`src/rtl/j1_boot_arbiter_if.sv`:
```
// Bus bundle for the J1 boot arbiter: boot-copier, CPU and host write
// sources on one side, RAM write port and status on the other.
interface j1_boot_arbiter_if #(
  parameter int ADDR_W = 11,
  parameter int DATA_W = 16
);
  logic [DATA_W-1:0] ld_data;
  logic [ADDR_W-1:0] ld_adr;
  logic              ld_wr;
  logic              ld_done;
  logic [ADDR_W-1:0] cpu_adr;
  logic [DATA_W-1:0] cpu_data;
  logic              cpu_wr;
  logic              host_req;
  logic [ADDR_W-1:0] host_adr;
  logic [DATA_W-1:0] host_data;
  logic              host_halt;
  logic [ADDR_W-1:0] ram_adr;
  logic [DATA_W-1:0] ram_data;
  logic              ram_we;
  logic              cpu_rst_n;
  logic              host_ack;
  logic              booted;
  logic              boot_err;
  logic [15:0]       checksum;
  logic [1:0]        state;

  // The arbiter sees the write sources as inputs and drives the RAM/status side.
  modport slave (
    input  ld_data, ld_adr, ld_wr, ld_done,
    input  cpu_adr, cpu_data, cpu_wr,
    input  host_req, host_adr, host_data, host_halt,
    output ram_adr, ram_data, ram_we,
    output cpu_rst_n, host_ack, booted, boot_err, checksum, state
  );

  modport master (
    output ld_data, ld_adr, ld_wr, ld_done,
    output cpu_adr, cpu_data, cpu_wr,
    output host_req, host_adr, host_data, host_halt,
    input  ram_adr, ram_data, ram_we,
    input  cpu_rst_n, host_ack, booted, boot_err, checksum, state
  );
endinterface

```
`src/rtl/j1_boot_arbiter.sv`:
```
// Owns the J1 RAM write port and CPU reset: boot copy, reset release,
// CPU/host arbitration and host halt-and-reload, plus a boot-image checksum.
module j1_boot_arbiter #(
  parameter int ADDR_W       = 11,
  parameter int DATA_W       = 16,
  parameter int BOOT_TIMEOUT = 524288,
  parameter int RST_HOLD     = 16
) (
  input  logic              clk,
  input  logic              resetn,
  j1_boot_arbiter_if.slave  bus
);

  typedef enum logic [1:0] {
    ST_BOOT    = 2'd0,
    ST_RELEASE = 2'd1,
    ST_RUN     = 2'd2,
    ST_HALT    = 2'd3
  } state_t;

  localparam int TIMER_W = (BOOT_TIMEOUT > 2) ? $clog2(BOOT_TIMEOUT) : 1;
  localparam int HOLD_W  = $clog2(RST_HOLD + 1);
  localparam logic [TIMER_W-1:0] TIMER_LAST = TIMER_W'(BOOT_TIMEOUT - 1);
  localparam logic [HOLD_W-1:0]  HOLD_LAST  = HOLD_W'(RST_HOLD - 1);

  state_t             state_q, state_nxt;
  logic [TIMER_W-1:0] timer_q, timer_nxt;
  logic [HOLD_W-1:0]  hold_q, hold_nxt;
  logic [ADDR_W-1:0]  ram_adr_q, ram_adr_nxt;
  logic [DATA_W-1:0]  ram_data_q, ram_data_nxt;
  logic               ram_we_q, ram_we_nxt;
  logic               cpu_rst_q, cpu_rst_nxt;
  logic               ack_q, ack_nxt;
  logic               booted_q, booted_nxt;
  logic               err_q, err_nxt;
  logic [15:0]        sum_q, sum_nxt;
  logic               host_grant;

  // A host word is only granted outside the ack cycle, so a held request
  // costs at least two cycles per word.
  assign host_grant = bus.host_req && !ack_q;

  always_comb begin
    state_nxt    = state_q;
    timer_nxt    = timer_q;
    hold_nxt     = hold_q;
    ram_adr_nxt  = ram_adr_q;
    ram_data_nxt = ram_data_q;
    ram_we_nxt   = 1'b0;
    cpu_rst_nxt  = cpu_rst_q;
    ack_nxt      = 1'b0;
    booted_nxt   = booted_q;
    err_nxt      = err_q;
    sum_nxt      = sum_q;

    unique case (state_q)
      ST_BOOT: begin
        timer_nxt = timer_q + 1'b1;
        if (bus.ld_wr) begin
          ram_we_nxt   = 1'b1;
          ram_adr_nxt  = bus.ld_adr;
          ram_data_nxt = bus.ld_data;
          sum_nxt      = sum_q + 16'(bus.ld_data);
        end
        // A finished copy beats a coincident timeout.
        if (bus.ld_done) begin
          state_nxt = ST_RELEASE;
          hold_nxt  = '0;
        end else if (timer_q == TIMER_LAST) begin
          err_nxt   = 1'b1;
          state_nxt = ST_RELEASE;
          hold_nxt  = '0;
        end
      end

      ST_RELEASE: begin
        if (hold_q == HOLD_LAST) begin
          state_nxt   = ST_RUN;
          cpu_rst_nxt = 1'b1;
          booted_nxt  = 1'b1;
        end else begin
          hold_nxt = hold_q + 1'b1;
        end
      end

      ST_RUN: begin
        if (bus.cpu_wr) begin
          ram_we_nxt   = 1'b1;
          ram_adr_nxt  = bus.cpu_adr;
          ram_data_nxt = bus.cpu_data;
        end else if (host_grant) begin
          ram_we_nxt   = 1'b1;
          ram_adr_nxt  = bus.host_adr;
          ram_data_nxt = bus.host_data;
          ack_nxt      = 1'b1;
        end
        if (bus.host_halt) begin
          state_nxt   = ST_HALT;
          cpu_rst_nxt = 1'b0;
        end
      end

      ST_HALT: begin
        if (host_grant) begin
          ram_we_nxt   = 1'b1;
          ram_adr_nxt  = bus.host_adr;
          ram_data_nxt = bus.host_data;
          ack_nxt      = 1'b1;
        end
        if (!bus.host_halt) begin
          state_nxt = ST_RELEASE;
          hold_nxt  = '0;
        end
      end
    endcase
  end

  always_ff @(posedge clk or negedge resetn) begin
    if (!resetn) begin
      state_q    <= ST_BOOT;
      timer_q    <= '0;
      hold_q     <= '0;
      ram_adr_q  <= '0;
      ram_data_q <= '0;
      ram_we_q   <= 1'b0;
      cpu_rst_q  <= 1'b0;
      ack_q      <= 1'b0;
      booted_q   <= 1'b0;
      err_q      <= 1'b0;
      sum_q      <= '0;
    end else begin
      state_q    <= state_nxt;
      timer_q    <= timer_nxt;
      hold_q     <= hold_nxt;
      ram_adr_q  <= ram_adr_nxt;
      ram_data_q <= ram_data_nxt;
      ram_we_q   <= ram_we_nxt;
      cpu_rst_q  <= cpu_rst_nxt;
      ack_q      <= ack_nxt;
      booted_q   <= booted_nxt;
      err_q      <= err_nxt;
      sum_q      <= sum_nxt;
    end
  end

  assign bus.ram_adr   = ram_adr_q;
  assign bus.ram_data  = ram_data_q;
  assign bus.ram_we    = ram_we_q;
  assign bus.cpu_rst_n = cpu_rst_q;
  assign bus.host_ack  = ack_q;
  assign bus.booted    = booted_q;
  assign bus.boot_err  = err_q;
  assign bus.checksum  = sum_q;
  assign bus.state     = state_q;

endmodule

```
`src/flat_wrapper.sv`:
```
// flat-port wrapper written by rule: the top's interface ports become plain ports
module j1_boot_arbiter_flat 
#(
  parameter int ADDR_W       = 11,
  parameter int DATA_W       = 16,
  parameter int BOOT_TIMEOUT = 524288,
  parameter int RST_HOLD     = 16
)
  (clk, resetn, bus_ld_data, bus_ld_adr, bus_ld_wr, bus_ld_done, bus_cpu_adr, bus_cpu_data, bus_cpu_wr, bus_host_req, bus_host_adr, bus_host_data, bus_host_halt, bus_ram_adr, bus_ram_data, bus_ram_we, bus_cpu_rst_n, bus_host_ack, bus_booted, bus_boot_err, bus_checksum, bus_state);
  j1_boot_arbiter_if #(.ADDR_W(ADDR_W), .DATA_W(DATA_W)) bus_i ();
  input  logic clk;
  input  logic resetn;
  input wire logic [$bits(bus_i.ld_data)-1:0] bus_ld_data;
  input wire logic [$bits(bus_i.ld_adr)-1:0] bus_ld_adr;
  input wire logic [$bits(bus_i.ld_wr)-1:0] bus_ld_wr;
  input wire logic [$bits(bus_i.ld_done)-1:0] bus_ld_done;
  input wire logic [$bits(bus_i.cpu_adr)-1:0] bus_cpu_adr;
  input wire logic [$bits(bus_i.cpu_data)-1:0] bus_cpu_data;
  input wire logic [$bits(bus_i.cpu_wr)-1:0] bus_cpu_wr;
  input wire logic [$bits(bus_i.host_req)-1:0] bus_host_req;
  input wire logic [$bits(bus_i.host_adr)-1:0] bus_host_adr;
  input wire logic [$bits(bus_i.host_data)-1:0] bus_host_data;
  input wire logic [$bits(bus_i.host_halt)-1:0] bus_host_halt;
  output wire logic [$bits(bus_i.ram_adr)-1:0] bus_ram_adr;
  output wire logic [$bits(bus_i.ram_data)-1:0] bus_ram_data;
  output wire logic [$bits(bus_i.ram_we)-1:0] bus_ram_we;
  output wire logic [$bits(bus_i.cpu_rst_n)-1:0] bus_cpu_rst_n;
  output wire logic [$bits(bus_i.host_ack)-1:0] bus_host_ack;
  output wire logic [$bits(bus_i.booted)-1:0] bus_booted;
  output wire logic [$bits(bus_i.boot_err)-1:0] bus_boot_err;
  output wire logic [$bits(bus_i.checksum)-1:0] bus_checksum;
  output wire logic [$bits(bus_i.state)-1:0] bus_state;
  assign bus_i.ld_data = bus_ld_data;
  assign bus_i.ld_adr = bus_ld_adr;
  assign bus_i.ld_wr = bus_ld_wr;
  assign bus_i.ld_done = bus_ld_done;
  assign bus_i.cpu_adr = bus_cpu_adr;
  assign bus_i.cpu_data = bus_cpu_data;
  assign bus_i.cpu_wr = bus_cpu_wr;
  assign bus_i.host_req = bus_host_req;
  assign bus_i.host_adr = bus_host_adr;
  assign bus_i.host_data = bus_host_data;
  assign bus_i.host_halt = bus_host_halt;
  assign bus_ram_adr = bus_i.ram_adr;
  assign bus_ram_data = bus_i.ram_data;
  assign bus_ram_we = bus_i.ram_we;
  assign bus_cpu_rst_n = bus_i.cpu_rst_n;
  assign bus_host_ack = bus_i.host_ack;
  assign bus_booted = bus_i.booted;
  assign bus_boot_err = bus_i.boot_err;
  assign bus_checksum = bus_i.checksum;
  assign bus_state = bus_i.state;
  j1_boot_arbiter #(.ADDR_W(ADDR_W), .DATA_W(DATA_W), .BOOT_TIMEOUT(BOOT_TIMEOUT), .RST_HOLD(RST_HOLD)) u_core (.clk(clk), .resetn(resetn), .bus(bus_i));
endmodule
```
`config.mk`:
```
export PLATFORM = sky130hd
export DESIGN_NAME = j1_boot_arbiter_flat
export DESIGN_NICKNAME = d
export VERILOG_FILES = /design/src/rtl/j1_boot_arbiter_if.sv /design/src/rtl/j1_boot_arbiter.sv /design/src/flat_wrapper.sv
export SDC_FILE = /design/constraint.sdc
export NUM_CORES = 1
export LEC_CHECK = 0
export BUFFER_PORTS_ARGS = -buffer_cell sky130_fd_sc_hd__buf_4
export CAP_MARGIN = 20
export CORE_ASPECT_RATIO = 1.75
export CORE_MARGIN = 2
export CORE_UTILIZATION = 46
export DETAILED_ROUTE_END_ITERATION = 10
export GPL_TIMING_DRIVEN = 1
export PLACE_DENSITY = 0.77
export SLEW_MARGIN = 15
export SYNTH_ARGS = -nofsm -noshare
export SYNTH_HDL_FRONTEND = slang
export SYNTH_SLANG_ARGS = --single-unit
```
`constraint.sdc`:
```
create_clock -name clk -period 2.1 [get_ports clk]
set_input_delay 0.63 -clock clk [delete_from_list [all_inputs] [get_ports clk]]
set_output_delay 0.63 -clock clk [all_outputs]
set_load 0.01 [all_outputs]
```
# Word level (Yosys, flattened, before mapping)
# Cells that the tools add are included.
[op_classes]
n_mux = 28
bitwise_logic = 1
add_sub_neg = 3
n_eq_ne = 11
n_reduce_logical = 13
[op_table]
columns = ["cell", "count"]
rows = [
  ["2-to-1 mux 16 bit", 3],
  ["case mux 16 bit (3 select lines)", 1],
  ["2-to-1 mux 11 bit", 3],
  ["case mux 11 bit (3 select lines)", 1],
  ["2-to-1 mux 5 bit", 4],
  ["adder 19 x 1 -> 19 bit (second input constant)", 1],
  ["== test 19 bit (second input constant)", 1],
  ["adder 16 bit", 1],
  ["case mux 5 bit (3 select lines)", 1],
  ["2-to-1 mux 2 bit", 5],
  ["inequality test 2 bit (second input constant)", 4],
  ["case mux 2 bit (4 select lines)", 1],
  ["AND reduction 4 bit", 2],
  ["2-to-1 mux 1 bit", 6],
  ["AND reduction 2 bit", 3],
  ["AND reduction 3 bit", 2],
  ["nonzero test 3 bit", 2],
  ["adder 5 x 1 -> 5 bit (second input constant)", 1],
  ["== test 5 x 4 -> 1 bit (second input constant)", 1],
  ["== test 2 bit (second input constant)", 2],
  ["case mux 1 bit (2 select lines)", 2],
  ["inequality test 3 x 2 -> 1 bit (second input constant)", 1],
  ["case mux 1 bit (3 select lines)", 1],
  ["== test 2 x 1 -> 1 bit (second input constant)", 1],
  ["6 further kinds", 6],
]
[totals]
register_bits = 74
in_bits = 88
output_inout_bits = 50
elab_cells = 67

# Longest topological paths before layout
# Gate-level depths: netlist (run 1).
[logic_depth]
depth_word = 5
ltp_mapped = 9

# Worst setup path before layout (run 1)
# OpenSTA, ideal clock, no wires.
[synth_timing]
path_type = "input -> register"
from = "input port bus_ld_data[0]"
to = "register u_core.sum_q[10] (netlist: u_core.bus.checksum[10])"
setup_ps = 130
arrival_ps = 2266
t_required_ps = 1970
stages = 8
setup_slack_ps = -296
path_cell_list = "ha_1 > fa_1 > a21oi_1 > o21ai_1 > a2111oi_2 > o31ai_1 > xnor2_1 > o21ai_1"
[synth_via]
elab_chain_len = 1
[synth_lines]
columns = ["item", "line", "source"]
rows = [
  ["start, declared", "flat_wrapper.sv:13", "input wire logic [$bits(bus_i.ld_data)-1:0] bus_ld_data;"],
  ["adder 16 bit", "j1_boot_arbiter.sv:63", "sum_nxt = sum_q + 16'(bus.ld_data);"],
  ["end signal, assigned", "j1_boot_arbiter.sv:142", "sum_q <= sum_nxt;"],
  ["end, declared", "j1_boot_arbiter.sv:36", "logic [15:0] sum_q, sum_nxt;"],
]
# No other way between the ends.
# A chain may end at the register's enable or synchronous reset.

# Worst setup path in the final report (run 1)
[layout_timing]
from = "register u_core.sum_q[0] (netlist: u_core.bus.checksum[0])"
to = "register u_core.sum_q[12] (netlist: u_core.bus.checksum[12])"
[layout_via]
elab_chain_len = 1
[layout_lines]
columns = ["item", "line"]
rows = [
  ["adder 16 bit", "j1_boot_arbiter.sv:63"],
]
# No other way between the ends.

==> flow_summary.yaml, run 1 <==
run_status:
  status: "finished, violations left"
  violations: "negative setup slack"
power_and_ir_drop:
  p_clk_share_pct: 19.4
  internal-power_w: 0.005542
  p_sw_share_pct: 39.25
  power_frac_seq_pct: 25.9
  p_per_area_nw_per_um2: 1464
  max-vdd-ir-drop_v: 0.0008368
  p_leak_nw: 2.979
  pwr-share-comb_pct: 54.6
  power_switching_w: 0.003580
cts:
  h-tree-depth: 3
  cts-root-buf: "clkbuf_16"
  clk_latency_ns: 0.34
  cts_buffer_depth: 2
  cts_tree: "done"
  cts_buffers: 9
  cts.clk_slew.worst_paths_ns: 0.06
  cts_sinks: 74
floorplan:
  die_y_um: 129.6
  ios: 138
  coreArea_um2: 8727
  die_area_um2: 9819
  die_w_um: 75.77
  rows: 45
  start_util_pct: 47.51
timing:
  setup-tns-final_ns: -0.04919
  final_max_slew_viol_count: 0
  setup_slack_ns: -0.02716
  finalClockSkew_ns: 0.005497
  rsz0062_at_grt: "yes"
  hold_viol_final: 0
  period_needed_ns: 2.127
  setup_viol: 3
  tightest_slew_ns: 0.5309
  fmax_mhz: 470.1
  period_share_pct: 101.3
  slew_headroom_pct: 64.61
critical_path:
  rr_worst_depth: 8
  r2r-end: "u_core.bus.checksum[12]"
  crit_type: "reg -> reg"
  r2r_setup_slack_ns: -0.03
  critPathBufInv: 0
  cp_data_arrival_time_ns: 2.35
  startpoint_type: "register"
  critPathTopFamily: "compound AO/OA/AOI/OAI gates"
  crit_required_ns: 2.32
  slowest_stage: "a2111oi_4"
  slowest_delay_ns: 0.42
  r2r_start: "u_core.bus.checksum[0]"
  end_kind: "register"
  path_max_fanout: 3
  crit_chain: "ha_4 -> fa_2 -> a21oi_4 -> o21ai_4 -> a2111oi_4 -> o31ai_2 -> xnor2_1 -> o21ai_1"
synthesis:
  ys_async_sr_fraction_pct: 100.0
  synth_nets: 531
  yosysUniqueCellTypes: 61
  synth-edff-count: 0
  yosysSeqAreaShare_pct: 44.66
  synth_warnings: 0
  synth_area_leader_cell: "dfrtp_1"
  synthCells: 419
  netlist_area_um2: 4146
  yosysMostFrequentCell: "dfrtp_1"
  synth_ff_type: "dfrtp_1"
  synth_top_cell_area_share_pct: 44.66
  syn_area_per_cell_um2: 9.896
  synth-seq-cells: 74
  synth_common_cells: "74 x dfrtp_1, 67 x nand2_1, 44 x o21ai_0, 27 x a222oi_1, 25 x xnor2_1"
  synthTopCellsByArea: "dfrtp_1 45%, ha_1 6.9%, a222oi_1 6.5%"
placed_design:
  dp_slack_ns: -0.4041
  port_buffers: 137
  place.gp.congestion: 0.8744
  dp_hpwl_um: 9250
route:
  vias: 4165
  drt-initial-drc-count: 301
  vias_per_cell: 5.674
  ant_nets: 0
  drcViolationCount: 0
  drt-pass1-iter-count: 7
  routed_wl_um: 12480
  wl_per_cell_um: 17.00
hold_path:
  hold_path.class: "in -> async"
cells_and_area:
  fillCellCount: 658
  drive_gt1_share_pct: 42.14
  n_antenna_cell: 0
  fin_nets: 724
  area_growth_pct: 50.24
grt:
  grt_pass1_wl_um: 19510
  grt_max_degree: 39
  overflow: 0
  busiest_layer: "met2"
  grt_util_met2_pct: 45.33
  antenna_found_initial: 0
  grtUsageTotal_pct: 26.22
  met1_usage_pct: 29.94
  use_met3_pct: 5.443
  grt_pass1_vias: 4218
run:
  maxCapViolations: 0
[kinds of logic after synthesis]
kind of cell | count (synthesis) | synth area share [%]
multiplexers | 6 | 1.659
AND/OR/NAND/NOR | 135 | 16.14
flip-flops | 74 | 44.66
buffers and inverters | 30 | 3.259
adder cells (fa/ha/maj) | 24 | 7.423
XOR/XNOR | 30 | 6.337
AO/OA/AOI/OAI | 120 | 20.52
[cells in the final DEF, fill, tap and decap left out, types with 3 or more instances in the layout]
cell type  instances
and2_1             3
a21oi_1           13
xnor2_1           25
and3_1             5
nand3_1           12
inv_1             11
clkbuf_16          9
nand2_1           67
nand4_1            7
o21a_1             3
nor2_2             3
a222oi_1          27
buf_4            195
buf_12             5
mux2_2             3
ha_1              19
bufinv_16          3
xor2_1             5
o21bai_1           3
o21ai_1            5
o21ai_0           42
dfrtp_1           73
nor2_1            11
a21oi_2            3
o211ai_1           3
[per-stage QoR]
stage	hold slack, ns	util (%)	cells	power, W	cell area (um^2)
final	0.2724	71.38	734	0.009122	6230
after detailed placement	0.4601	66.39	716	0.007144	5794
after floorplan	0.3344	-	419	0.004918	4182
after global placement	0.4525	66.39	716	0.006982	5794
after CTS	0.2810	70.72	733	0.009040	6172
after global routing	0.3028	71.38	734	0.009754	6230
[cell type report]
type / count / area [um^2] / share of cell area [%]
clock buffer: 9 / 225.2 / 3.615
clock inverter: 7 / 116.4 / 1.868
inverter: 12 / 45.04 / 0.7230
multi-input combinational: 315 / 2280 / 36.59
sequential: 74 / 1853 / 29.74
tap: 117 / 146.4 / 2.350
timing repair buffer: 200 / 1564 / 25.11
[power by group through the flow]
stage                     registers, W  clock network (W)  logic (W)
after floorplan                0.00253                  0    0.00239
after global placement         0.00234                  0    0.00464
after detailed placement       0.00237                  0    0.00477
after CTS                      0.00236            0.00180    0.00488
after global routing           0.00243            0.00187    0.00545
final                          0.00236            0.00177    0.00498
[how the worst max path moves through the flow]
stage | from | endpoint | slack [ns] | cells after the start
floorplan | bus_ld_data[0] | u_core.bus.checksum[12] | -0.11 | 8
global placement | bus_ld_data[0] | u_core.bus.checksum[12] | -0.39 | 9
detailed placement | bus_ld_data[0] | u_core.bus.checksum[12] | -0.40 | 9
CTS | u_core.bus.checksum[0] | u_core.bus.checksum[10] | -0.07 | 8
global route | u_core.bus.checksum[0] | u_core.bus.checksum[8] | -0.14 | 8
finish | u_core.bus.checksum[0] | u_core.bus.checksum[12] | -0.03 | 8
[state kept, by name, summed over array words and instances, names as in the netlist, 2 cells and up]
name	flops
u_core.bus.checksum	16
u_core.hold_q	5
u_core.timer_q	19
u_core.bus.state	2
u_core.bus.ram_data	16
u_core.bus.ram_adr	11
[layer usage]
| layer | part of all wire, % | routed length [um] |
|---|---|---|
| met5 | 0 | 0 |
| met2 | 54 | 6701 |
| met1 | 36 | 4495 |
| met3 | 7.0 | 874 |
| met4 | 3.3 | 406 |
[timing repair]
item | 4_1_cts | 5_1_grt
hold buffers | 0 | 0
setup buffers | 1 | 1
pin swaps | 7 | 6
setup endpoints to repair | 3 | 14
resized for setup | 6 | 11
Power figures use the tool's default switching activity.
==> inputs of run 2 (changes only) <==
PLACE_DENSITY = unset   (was 0.77)
PLACE_DENSITY_LB_ADDON = 0.15   (was unset)
==> flow_summary.yaml, run 2 (synthesis results as in run 1) <==
timing:
  fmax_mhz: 474.8
  final_max_slew_viol_count: 0
  slew_headroom_pct: 73.41
  hold_viol_final: 0
  finalClockSkew_ns: 0.01042
  period_needed_ns: 2.106
  setup_viol: 1
  setup_slack_ns: -0.006274
  tightest_slew_ns: 0.3984
  period_share_pct: 100.3
  rsz0062_at_grt: "yes"
cts:
  postCtsHoldBufs: 0
  cts_sinks: 74
  clk_latency_ns: 0.33
  cts-root-buf: "clkbuf_16"
  cts.clk_slew.worst_paths_ns: 0.06
  cts_tree: "done"
  cts_buffers: 9
  h-tree-depth: 3
  cts_buffer_depth: 2
placed_design:
  dp_slack_ns: -0.3994
  port_buffers: 137
  dp_hpwl_um: 9490
  place.gp.congestion: 0.9158
critical_path:
  endpoint: "u_core.bus.checksum[12]"
  end_kind: "register"
  r2r-end: "u_core.bus.checksum[12]"
  crit_required_ns: 2.31
  crit_type: "reg -> reg"
  critPathLaunch: "u_core.bus.checksum[0]"
  r2r_start: "u_core.bus.checksum[0]"
  cp_data_arrival_time_ns: 2.32
  path_max_fanout: 3
  startpoint_type: "register"
  r2r_setup_slack_ns: -0.006
  rr_worst_depth: 8
route:
  vias: 4068
  wl_per_cell_um: 17.00
  drt-initial-drc-count: 289
  drcViolationCount: 0
  drt-pass1-iter-count: 5
  ant_nets: 0
  vias_per_cell: 5.580
  routed_wl_um: 12390
cells_and_area:
  drive_gt1_share_pct: 41.18
  area_growth_pct: 47.31
  n_antenna_cell: 0
  utilization_pct: 69.99
  top_register: "u_core.timer_q"
  layout_common_cells: "193 x buf_4, 74 x dfrtp_1, 67 x nand2_1"
  largest_reg_flops: 19
  final_common_cell: "buf_4"
  fillCellCount: 714
  fin_nets: 719
grt:
  use_met3_pct: 5.754
  grt_pass1_wl_um: 19450
  grt_max_degree: 54
  grtUsageTotal_pct: 26.07
  grt_util_met2_pct: 47.36
  busiest_layer: "met2"
  met1_usage_pct: 26.88
  grt_pass1_vias: 4277
  antenna_found_initial: 0
  overflow: 0
floorplan:
  die_area_um2: 9819
  die_y_um: 129.6
  start_util_pct: 47.51
  die_w_um: 75.77
  rows: 45
  coreArea_um2: 8727
  ios: 138
power_and_ir_drop:
  finalPower_w: 0.008749
  p_leak_nw: 2.918
  max-vdd-ir-drop_v: 0.0007708
  p_per_area_nw_per_um2: 1432
run:
  maxCapViolations: 0
hold_path:
  hold_path.class: "in -> async"
run_status:
  status: "finished, violations left"
  violations: "negative setup slack"
==> run 2: cell type report <==
| type | count | area, um^2 | share of cell area [%] |
|---|---|---|---|
| timing repair buffer | 195 | 1489 | 24.38 |
| clock buffer | 9 | 225.2 | 3.687 |
| sequential | 74 | 1852 | 30.32 |
| tap | 117 | 146.4 | 2.397 |
| clock inverter | 7 | 76.32 | 1.249 |
| inverter | 12 | 45.04 | 0.7374 |
| multi-input combinational | 315 | 2275 | 37.24 |
==> run 2: stage by stage <==
stage	instances	TNS, ns	area [um^2]	hold slack, ns
after floorplan	419	-0.2210	4182	0.3344
after global placement	710	-2.170	5712	0.4582
after detailed placement	710	-2.666	5712	0.4679
after CTS	727	-0.1532	6026	0.1853
after global routing	729	-0.2841	6108	0.1975
final	729	-0.006274	6108	0.1851
==> run 2: what timing repair did <==
action	in CTS	in global routing
setup buffers	1	2
pin swaps	8	3
setup endpoints to repair	3	24
gates resized for setup	2	11
==> run 2: critical path, stage by stage (launching register included) <==
cell and delay (ns):
dfrtp_1 0.41, ha_4 0.17, fa_2 0.37, a21oi_4 0.16, o21ai_2 0.11, a2111oi_4 0.40
o31ai_2 0.12, xnor2_1 0.16, o21ai_1 0.08
==> run 2: worst min path at each step <==
stage                                  endpoint  slack, ns  cells past startpoint
final                     u_core.bus.ram_adr[8]       0.19                      1
after global routing      u_core.bus.ram_adr[6]       0.20                      1
after CTS                 u_core.bus.ram_adr[8]       0.19                      1
after detailed placement      u_core.bus.booted       0.47                      1
after global placement        u_core.bus.booted       0.46                      1
after floorplan             u_core.bus.boot_err       0.33                      0
==> run 2: metal layers <==
| metal | wire [um] | vias up | share of wire [%] |
|---|---|---|---|
| li1 | - | 1934 | - |
| met1 | 4534 | 1994 | 37 |
| met2 | 6974 | 113 | 56 |
| met3 | 532 | 27 | 4.3 |
| met4 | 352 | 0 | 2.8 |
| met5 | 0 | - | 0 |
==> run 2: where the power goes <==
part | internal, W | switching [W] | total, W
Sequential | 0.00196 | 0.000428 | 0.00239
Clock | 0.000928 | 0.000625 | 0.00155
Combinational | 0.00234 | 0.00247 | 0.00481
